[config.mk]
export PLATFORM = sky130hd
export DESIGN_NAME = memory_access_stage
export DESIGN_NICKNAME = d
export VERILOG_FILES = /design/src/rtl/riscv_pkg.sv /design/src/rtl/memory_access_stage_load_formatter.sv /design/src/rtl/memory_access_stage.sv
export SDC_FILE = /design/constraint.sdc
export NUM_CORES = 1
export LEC_CHECK = 0
export ABC_AREA = 1
export BUFFER_PORTS_ARGS = -buffer_cell sky130_fd_sc_hd__buf_2
export CAP_MARGIN = 30
export CORE_MARGIN = 4
export CORE_UTILIZATION = 55
export DETAILED_ROUTE_END_ITERATION = 8
export GPL_TIMING_DRIVEN = 0
export HOLD_SLACK_MARGIN = 0.08
export PLACE_DENSITY_LB_ADDON = 0.1
export SYNTH_ARGS = -nofsm -noshare
export SYNTH_HDL_FRONTEND = slang
export SYNTH_HIERARCHICAL = 1
export SYNTH_SLANG_ARGS = --single-unit
[constraint.sdc]
create_clock -name clk -period 3.7 [get_ports clk]
set_input_delay 0.185 -clock clk [delete_from_list [all_inputs] [get_ports clk]]
set_output_delay 0.185 -clock clk [all_outputs]
set_load 0.05 [all_outputs]
[src/rtl/riscv_pkg.sv]
// Shared RV32I constants, the MEM-stage state type, and the byte-lane helpers
// used by the memory access stage.
package riscv_pkg;

  localparam logic [6:0] OPCODE_LOAD  = 7'b0000011;
  localparam logic [6:0] OPCODE_STORE = 7'b0100011;

  localparam logic [2:0] F3_LB  = 3'b000;
  localparam logic [2:0] F3_LH  = 3'b001;
  localparam logic [2:0] F3_LW  = 3'b010;
  localparam logic [2:0] F3_LBU = 3'b100;
  localparam logic [2:0] F3_LHU = 3'b101;
  localparam logic [2:0] F3_SB  = 3'b000;
  localparam logic [2:0] F3_SH  = 3'b001;
  localparam logic [2:0] F3_SW  = 3'b010;

  typedef enum logic {IDLE, ACCESS} mem_state_e;

  // Unknown size encodings report as not-ok so they retire as a nop with an error.
  function automatic logic access_ok(input logic is_store, input logic [2:0] funct3,
                                     input logic [1:0] addr_lo);
    logic ok;
    ok = 1'b0;
    case (funct3)
      F3_LB:  ok = 1'b1;
      F3_LH:  ok = ~addr_lo[0];
      F3_LW:  ok = (addr_lo == 2'b00);
      F3_LBU: ok = ~is_store;
      F3_LHU: ok = ~is_store & ~addr_lo[0];
      default: ok = 1'b0;
    endcase
    return ok;
  endfunction

  function automatic logic [3:0] lane_be(input logic [2:0] funct3, input logic [1:0] addr_lo);
    logic [3:0] be;
    case (funct3[1:0])
      2'b00:   be = 4'b0001 << addr_lo;
      2'b01:   be = 4'b0011 << addr_lo;
      default: be = 4'b1111;
    endcase
    return be;
  endfunction

endpackage

[src/rtl/memory_access_stage_load_formatter.sv]
// Load data formatter: picks the addressed byte/half out of the raw read word
// and sign- or zero-extends it to XLEN.
module load_formatter
  import riscv_pkg::*;
#(
  parameter int XLEN = 32
) (
  input  logic [2:0]      funct3,
  input  logic [1:0]      addr_lo,
  input  logic [XLEN-1:0] rdata,
  output logic [XLEN-1:0] lmd
);

  logic [7:0]  byte_sel;
  logic [15:0] half_sel;

  always_comb begin
    byte_sel = rdata[8*addr_lo +: 8];
    half_sel = addr_lo[1] ? rdata[31:16] : rdata[15:0];
    case (funct3)
      F3_LB:   lmd = {{(XLEN-8){byte_sel[7]}}, byte_sel};
      F3_LH:   lmd = {{(XLEN-16){half_sel[15]}}, half_sel};
      F3_LBU:  lmd = {{(XLEN-8){1'b0}}, byte_sel};
      F3_LHU:  lmd = {{(XLEN-16){1'b0}}, half_sel};
      default: lmd = rdata;
    endcase
  end

endmodule

[src/rtl/memory_access_stage.sv]
// RV32I MEM stage: issues loads/stores over a req/ack data-memory handshake,
// stalls upstream while waiting, and registers the MEM/WB bundle.
module memory_access_stage
  import riscv_pkg::*;
#(
  parameter int XLEN        = 32,
  parameter int ACK_TIMEOUT = 16
) (
  input  logic            clk,
  input  logic            rst_n,
  input  logic            ex_valid,
  input  logic [6:0]      ex_opcode,
  input  logic [2:0]      ex_funct3,
  input  logic [4:0]      ex_rd,
  input  logic            ex_reg_write,
  input  logic [XLEN-1:0] ex_alu_result,
  input  logic [XLEN-1:0] ex_rs2_data,
  output logic            mem_stall,
  output logic            mem_err,
  output logic            dmem_req,
  output logic            dmem_we,
  output logic [XLEN-1:0] dmem_addr,
  output logic [3:0]      dmem_be,
  output logic [XLEN-1:0] dmem_wdata,
  input  logic            dmem_ack,
  input  logic [XLEN-1:0] dmem_rdata,
  output logic            wb_valid,
  output logic [6:0]      wb_opcode,
  output logic [4:0]      wb_rd,
  output logic            wb_reg_write,
  output logic [XLEN-1:0] wb_alu_result,
  output logic [XLEN-1:0] wb_lmd
);

  localparam int CNT_W = (ACK_TIMEOUT < 2) ? 1 : $clog2(ACK_TIMEOUT + 1);

  mem_state_e       state_reg, state_next;
  logic [CNT_W-1:0] cnt_reg, cnt_next;
  logic             err_reg, err_next;

  logic            wb_valid_reg, wb_valid_next;
  logic [6:0]      wb_opcode_reg, wb_opcode_next;
  logic [4:0]      wb_rd_reg, wb_rd_next;
  logic            wb_rw_reg, wb_rw_next;
  logic [XLEN-1:0] wb_alu_reg, wb_alu_next;
  logic [XLEN-1:0] wb_lmd_reg, wb_lmd_next;

  // Access captured on the first request cycle; drives the bus while in ACCESS.
  logic            capture;
  logic            acc_we_reg;
  logic [2:0]      acc_f3_reg;
  logic [3:0]      acc_be_reg;
  logic [XLEN-1:0] acc_wdata_reg;
  logic [6:0]      acc_opcode_reg;
  logic [4:0]      acc_rd_reg;
  logic            acc_rw_reg;
  logic [XLEN-1:0] acc_alu_reg;

  logic            is_load, is_store, ok, rd_write;
  logic [3:0]      ex_be;
  logic [XLEN-1:0] ex_wdata;
  logic [2:0]      fmt_f3;
  logic [1:0]      fmt_addr;
  logic [XLEN-1:0] fmt_lmd;

  load_formatter #(.XLEN(XLEN)) u_fmt (
    .funct3  (fmt_f3),
    .addr_lo (fmt_addr),
    .rdata   (dmem_rdata),
    .lmd     (fmt_lmd)
  );

  always_comb begin
    is_load  = (ex_opcode == OPCODE_LOAD);
    is_store = (ex_opcode == OPCODE_STORE);
    ok       = access_ok(is_store, ex_funct3, ex_alu_result[1:0]);
    rd_write = ex_reg_write & (ex_rd != 5'd0) & ~is_store;
    ex_be    = lane_be(ex_funct3, ex_alu_result[1:0]);
    case (ex_funct3[1:0])
      2'b00:   ex_wdata = {(XLEN/8){ex_rs2_data[7:0]}};
      2'b01:   ex_wdata = {(XLEN/16){ex_rs2_data[15:0]}};
      default: ex_wdata = ex_rs2_data;
    endcase
  end

  always_comb begin
    state_next     = state_reg;
    cnt_next       = cnt_reg;
    err_next       = 1'b0;
    capture        = 1'b0;
    wb_valid_next  = 1'b0;
    wb_opcode_next = wb_opcode_reg;
    wb_rd_next     = wb_rd_reg;
    wb_rw_next     = wb_rw_reg;
    wb_alu_next    = wb_alu_reg;
    wb_lmd_next    = wb_lmd_reg;
    mem_stall      = 1'b0;
    dmem_req       = 1'b0;
    dmem_we        = 1'b0;
    dmem_addr      = '0;
    dmem_be        = 4'b0000;
    dmem_wdata     = '0;
    fmt_f3         = ex_funct3;
    fmt_addr       = ex_alu_result[1:0];

    case (state_reg)
      IDLE: begin
        if (ex_valid) begin
          if ((is_load || is_store) && ok) begin
            dmem_req   = 1'b1;
            dmem_we    = is_store;
            dmem_addr  = {ex_alu_result[XLEN-1:2], 2'b00};
            dmem_be    = ex_be;
            dmem_wdata = is_store ? ex_wdata : '0;
          end
          if ((is_load || is_store) && ok && !dmem_ack) begin
            mem_stall  = 1'b1;
            capture    = 1'b1;
            cnt_next   = CNT_W'(1);
            state_next = ACCESS;
          end else begin
            wb_valid_next  = 1'b1;
            wb_opcode_next = ex_opcode;
            wb_rd_next     = ex_rd;
            wb_alu_next    = ex_alu_result;
            wb_rw_next     = rd_write;
            wb_lmd_next    = (is_load && ok) ? fmt_lmd : '0;
            if ((is_load || is_store) && !ok) begin
              wb_rw_next = 1'b0;
              err_next   = 1'b1;
            end
          end
        end
      end
      ACCESS: begin
        fmt_f3     = acc_f3_reg;
        fmt_addr   = acc_alu_reg[1:0];
        dmem_req   = 1'b1;
        dmem_we    = acc_we_reg;
        dmem_addr  = {acc_alu_reg[XLEN-1:2], 2'b00};
        dmem_be    = acc_be_reg;
        dmem_wdata = acc_wdata_reg;
        if (dmem_ack || cnt_reg >= CNT_W'(ACK_TIMEOUT - 1)) begin
          wb_valid_next  = 1'b1;
          wb_opcode_next = acc_opcode_reg;
          wb_rd_next     = acc_rd_reg;
          wb_alu_next    = acc_alu_reg;
          wb_rw_next     = dmem_ack & acc_rw_reg;
          wb_lmd_next    = (dmem_ack && !acc_we_reg) ? fmt_lmd : '0;
          err_next       = ~dmem_ack;
          state_next     = IDLE;
        end else begin
          mem_stall = 1'b1;
          cnt_next  = cnt_reg + 1'b1;
        end
      end
      default: state_next = IDLE;
    endcase

    // Bus and stall stay quiet for the whole reset window, even mid-access.
    if (!rst_n) begin
      mem_stall  = 1'b0;
      dmem_req   = 1'b0;
      dmem_we    = 1'b0;
      dmem_addr  = '0;
      dmem_be    = 4'b0000;
      dmem_wdata = '0;
    end
  end

  always_ff @(posedge clk) begin
    if (!rst_n) begin
      state_reg      <= IDLE;
      cnt_reg        <= '0;
      err_reg        <= 1'b0;
      wb_valid_reg   <= 1'b0;
      wb_opcode_reg  <= '0;
      wb_rd_reg      <= '0;
      wb_rw_reg      <= 1'b0;
      wb_alu_reg     <= '0;
      wb_lmd_reg     <= '0;
      acc_we_reg     <= 1'b0;
      acc_f3_reg     <= '0;
      acc_be_reg     <= '0;
      acc_wdata_reg  <= '0;
      acc_opcode_reg <= '0;
      acc_rd_reg     <= '0;
      acc_rw_reg     <= 1'b0;
      acc_alu_reg    <= '0;
    end else begin
      state_reg     <= state_next;
      cnt_reg       <= cnt_next;
      err_reg       <= err_next;
      wb_valid_reg  <= wb_valid_next;
      wb_opcode_reg <= wb_opcode_next;
      wb_rd_reg     <= wb_rd_next;
      wb_rw_reg     <= wb_rw_next;
      wb_alu_reg    <= wb_alu_next;
      wb_lmd_reg    <= wb_lmd_next;
      if (capture) begin
        acc_we_reg     <= is_store;
        acc_f3_reg     <= ex_funct3;
        acc_be_reg     <= ex_be;
        acc_wdata_reg  <= is_store ? ex_wdata : '0;
        acc_opcode_reg <= ex_opcode;
        acc_rd_reg     <= ex_rd;
        acc_rw_reg     <= rd_write;
        acc_alu_reg    <= ex_alu_result;
      end
    end
  end

  assign mem_err       = err_reg;
  assign wb_valid      = wb_valid_reg;
  assign wb_opcode     = wb_opcode_reg;
  assign wb_rd         = wb_rd_reg;
  assign wb_reg_write  = wb_rw_reg;
  assign wb_alu_result = wb_alu_reg;
  assign wb_lmd        = wb_lmd_reg;

endmodule

# After elaboration in Yosys (flattened, before gate mapping)
# Cells that the tools add are included.
# Widths: inputs -> output; s select.
# op_classes
addsub	1
n_mul	0
div	0
n_lt_le_gt_ge	1
eq_ne	15
shifts	3
mux	70
bitwise	8
n_reduce_logical	17
# ops
operator	n
$mux 32	15
$pmux 32 s2	5
$pmux 32 s4	1
$shiftx 32x6->8	1
$mux 5	6
$mux 1	22
$mux 7	3
$pmux 5 s2	2
$mux 16	1
$pmux 4 s2	2
$pmux 7 s2	1
$eq 3x3->1 const B	4
$mux 4	3
$pmux 1 s2	6
$ne 2x2->1 const B	4
$eq 7x2->1 const B	1
$eq 7x6->1 const B	1
$eq 3x1->1 const B	2
$logic_not 3->1	2
$reduce_and 3->1	2
$add 5x1->5 const B	1
$ge 5x4->1 const B	1
$logic_and 1x1->1	5
$pmux 1 s5	1
13 further kinds	23
# word_totals
reg_bits	170
latch_bits	0
mem_bits_rw	0
mem_bits_ro	0
input_bits	116
out_inout_bits	150
n_memories	0

# Longest topological paths before layout
# depth
ltp_word	10
depth_mapped	20
depth_no_buf	17

# Modules after synthesis
# The synthesis kept the hierarchy.
# by_module_without_submodules
mod	n_inst	cells_per_inst	area_each_um2
memory_access_stage	1	1322	8488.1
load_formatter	1	194	1054.8

# Worst setup path before layout
# OpenSTA, ideal clock, no wires.
# synth_path
kind	reg-to-reg
from	register state_reg
to	register wb_lmd_reg[6] (netlist: wb_lmd[6])
arrival_time_ns	2.301
required_ns	3.588
path_slack_ns	1.288
path_stages_with_launch	19
period_less_slack_ns	2.412
path_cell_list	dfxtp_1 buf_2 clkbuf_1 clkbuf_1 nand2_1 o21ai_0 inv_2 buf_6 nand2_1 nand2_2 nand3_1 nand2_1 nand2_1 inv_1 inv_1 nor2_1 and3_1 nor2_1 nor2_1
# synth_between
elab_chain_len	7
word_cells_on_any_way	20
cone_classes	eq/ne (6); shift (1); mux (10); bitwise (1); reduce/logical (2)
# synth_rtl
item	line	rtl
start: declaration	memory_access_stage.sv:37	mem_state_e state_reg, state_next;
start signal: assignment	memory_access_stage.sv:191	state_reg <= state_next;
$mux 3 *	memory_access_stage.sv:106	case (state_reg)
named net fmt_f3[0]	memory_access_stage.sv:62	logic [2:0] fmt_f3;
$eq 3x3->1 (tied with other cells)	memory_access_stage_load_formatter.sv:20	case (funct3)
$pmux 32 s4 *	memory_access_stage_load_formatter.sv:20	
named net fmt_lmd[6]	memory_access_stage.sv:64	logic [XLEN-1:0] fmt_lmd;
$mux 32	memory_access_stage.sv:127	wb_lmd_next = (is_load && ok) ? fmt_lmd : '0;
$mux 32	memory_access_stage.sv:116	if ((is_load || is_store) && ok && !dmem_ack) begin
$mux 32	memory_access_stage.sv:108	if (ex_valid) begin
$pmux 32 s2 *	memory_access_stage.sv:106	
end signal: assignment	memory_access_stage.sv:199	wb_lmd_reg <= wb_lmd_next;
end: declaration	memory_access_stage.sv:46	logic [XLEN-1:0] wb_lmd_reg, wb_lmd_next;
# The timed path passes the listed nets; every way through them passes the cells marked *. The select of a mux whose other input is x is not followed.
# A chain may end at the register's enable or synchronous reset.

# Worst setup path after layout
# layout_path
from	register state_reg
to	register wb_lmd_reg[1] (netlist: wb_lmd[1])
# Same word-level chain as after synthesis.

==> reports/summary.txt <==
Initial DRC count: 959
Register area: 0.00340 mm²
Most used DFF post-synth: dfxtp_1
Initial antenna violation count: 0
Placed cell area: 0.0111 mm²
Routed Wire Length: 31.4 mm
Multi-input gate area: 0.00515 mm²
CTS tree: built
Global route total overflow: 0
DP HPWL: 23.4 mm
Hold path cells: 3
Post-synth EDFFs: 0
Tot GR Track Use: 30.8%
Reg-to-reg startpoint: state_reg$_DFF_P_
Delay-heaviest family, CP: buffers and inverters
Least-Margin Pin Slew: 685 ps
Setup Viol. Count Final: 0
Critical Path Source Type: flip-flop
Yosys reg bits: 170
Nets@finish: 1959
Clock buffer depth: 2
CP Buf/Inv Count: 7
# resized after CTS: 0
Layout area overhead: 27.6%
Required time of the critical path: 4060 ps
# rows: 47
Int Pwr: 3.19 mW
Tcrit/Tclk final: 91.1%
Die area: 0.0195 mm²
Routability cong.: 0.948
Status: finished, final reports clean
Design area: 0.0122 mm²
Post-synth top area cell: dfxtp_1
Comb pwr share: 17.8%
Die Width: 140 µm
Via density: 5.20
Crit-path max FO: 10
Flop pwr share: 41.4%
Net Sw Frac: 30.9%
Syn Inst Count: 1516
Design Power: 4.62 mW
Clock latency on the worst-skew pair: 430 ps
Hold Fails Final Rpt: 0
Die height: 140 µm
WL/cell: 15.1 µm
Largest cells by area after synthesis: dfxtp_1 (36%), nand2_1 (15%), nor2_1 (15%)
Worst EP arrival: 3730 ps
Maxcap violations: 0
Slowest-stage cell, CP: clkbuf_1
Clock Skew: 10.5 ps
RSZ-0062 raised after global routing: no
CP startpoint: state_reg$_DFF_P_
N_diodes: 0
Reg clk slew, reported paths: 70 ps
Crit end category: flip-flop
Initial Util: 56.7%
First-pass GRT wire length: 49.7 mm
Placeable Area: 0.0168 mm²
Period minus WS final: 3370 ps
Most frequent CP cell: nand2_1
Asr flop ratio synth: 0%
Share of the synthesized area in the top cell type: 35.7%
Syn Area/Cell: 6.29 µm²
Post-CTS Setup Inserts: 0
DR vias: 10790
Psw: 1.43 mW
Rel. slew slack: 54.3%
Clock sink count: 170
Pwr Density: 379 mW/mm²
Clock power frac: 40.8%
Worst hold path type: input port to flip-flop
Port buffer count: 262
Post-DRT Antenna Nets: 0
Total iterations of the first detailed-routing run: 7
Crit path kind: flip-flop to flip-flop
Sequence of cells on the critical path: buf_2 > clkbuf_1 > clkbuf_1 > o21ai_0 > inv_2 > buf_6 > nand2_1 > nand2_2 > nand3_1 > nand2_1 > nand2_1 > inv_1 > inv_1 > nor2_1 > nand2_1 > nand2_1 > nand2_1 > nor2_1
Final Core Density: 72.4%
Num CTS Buffers: 17
Number of fill cells in the layout: 1454
Setup ws final: 330 ps
IO Pins: 266
Pre-CTS worst setup slack: 453 ps
Total Neg Setup Slack: 0 ps
Cell Area, Synth: 0.00954 mm²
Leak: 6.21 nW
H-tree depth: 4
DRC: 0
Maximum VDD drop: 0.326 mV
Hold wc startpoint: ex_alu_result[1]
Max Clock Freq: 297 MHz
Slew Viols, Final: 0
CP max stage delay: 510 ps
Worst Reg-to-Reg Cells: 18
Netlist cell types: 41
Seq/Total Area, Yosys: 35.7%
Clk root buf: clkbuf_16
Share of post-route cells with drive strength above 1: 21.4%
Synth Warn #: 6
WP depth: 18
Pin count of the biggest net entering global routing: 18
Vias in the first global route: 9808
[per-stage QoR]
stage          cells  hold slack (ps)
3_3_place_gp    1999              435
2_1_floorplan   1517              331
6_report        2074              111
5_1_grt         2074              132
4_1_cts         2074             97.1
3_5_place_dp    1999              444
[worst paths after layout]
path                            slack [ps]                              to
worst max-delay path                   330          wb_lmd[1]$_SDFFE_PN0P_
worst min-delay path                   110     acc_alu_reg[1]$_SDFFE_PN0P_
worst min register to register         460  acc_opcode_reg[3]$_SDFFE_PN0P_
worst max register to register         330          wb_lmd[1]$_SDFFE_PN0P_
[tightest hold or removal path, stage by stage]
cell     delay, ps
buf_2          140
o21ai_0        100
nor2_1          80
[timing repair]
item / in CTS / in global routing
hold buffers: 43 / 0
setup endpoints to repair: 0 / 0
hold endpoints to repair: 43 / 0
[metal layers]
metal | track usage [%] | part of all wire (%) | up-vias
li1 | - | - | 5370
met1 | 41.8 | 43 | 4852
met2 | 50.3 | 46 | 502
met3 | 4.87 | 7.7 | 66
met4 | 10.0 | 2.7 | 0
met5 | 0 | 0 | -
[area by class of cell]
class                      count  share of cell area, %
inverter                     116                   3.64
multi-input combinational   1129                   42.3
timing repair buffer         305                   14.3
clock inverter                14                   1.41
sequential                   170                   28.0
buffer                       102                   4.52
clock buffer                  18                   3.61
tap                          220                   2.26
[placed cells by master (no fill, tap or decap), types with 3 or more instances in the layout]
| master | count |
|---|---|
| buf_2 | 291 |
| inv_2 | 5 |
| o21a_1 | 4 |
| a22oi_1 | 10 |
| buf_4 | 12 |
| o21ai_1 | 4 |
| nand3_1 | 74 |
| nand2_4 | 3 |
| nor2_1 | 379 |
| dlygate4sd3_1 | 43 |
| o22ai_1 | 4 |
| clkbuf_1 | 45 |
| mux2i_1 | 30 |
| buf_6 | 10 |
| inv_8 | 5 |
| clkbuf_16 | 17 |
| dfxtp_1 | 170 |
| a21oi_1 | 65 |
| buf_1 | 5 |
| nand3_2 | 17 |
| or2_2 | 6 |
| nand2_2 | 9 |
| nand2_1 | 387 |
| nor3_1 | 7 |
| o21ai_0 | 80 |
| nand3b_1 | 13 |
| or2_1 | 3 |
| inv_1 | 110 |
| inv_6 | 5 |
| and3_1 | 16 |
[cell families after synthesis]
logic type	count (synthesis)	share of synthesized area, %
simple gates	924	40.9
buf+inv	218	10.4
compound gates	171	9.53
flops	170	35.7
mux	30	3.15
fa+ha+maj	2	0.262
other cells	1	0.0393
[synth_stat cells, types with 2 or more instances]
master and instances:
nand2_1 387, nor2_1 379, dfxtp_1 170, inv_1 110, o21ai_0 80, nand3_1 74, a21oi_1 65, clkbuf_1 45
mux2i_1 30, buf_2 29, nand3_2 17, and3_1 16, nand3b_1 13, buf_4 12, a22oi_1 10, buf_6 10
nand2_2 9, nor3_1 7, or2_2 6, buf_1 5, inv_2 5, o21a_1 4, o21ai_1 4, o22ai_1 4
nand2_4 3, or2_1 3, ha_1 2, nand4_1 2, nor2_2 2, nor2_8 2
[power by group through the flow]
| stage | Sequential (mW) | Combinational [mW] | Clock [mW] |
|---|---|---|---|
| finish | 1.91 | 0.821 | 1.89 |
| global route | 1.92 | 0.892 | 1.99 |
| CTS | 1.91 | 0.812 | 1.90 |
| detailed placement | 1.95 | 0.771 | 0 |
| global placement | 1.95 | 0.765 | 0 |
| floorplan | 2.13 | 0.357 | 0 |
(Power assumes the default switching activity.)
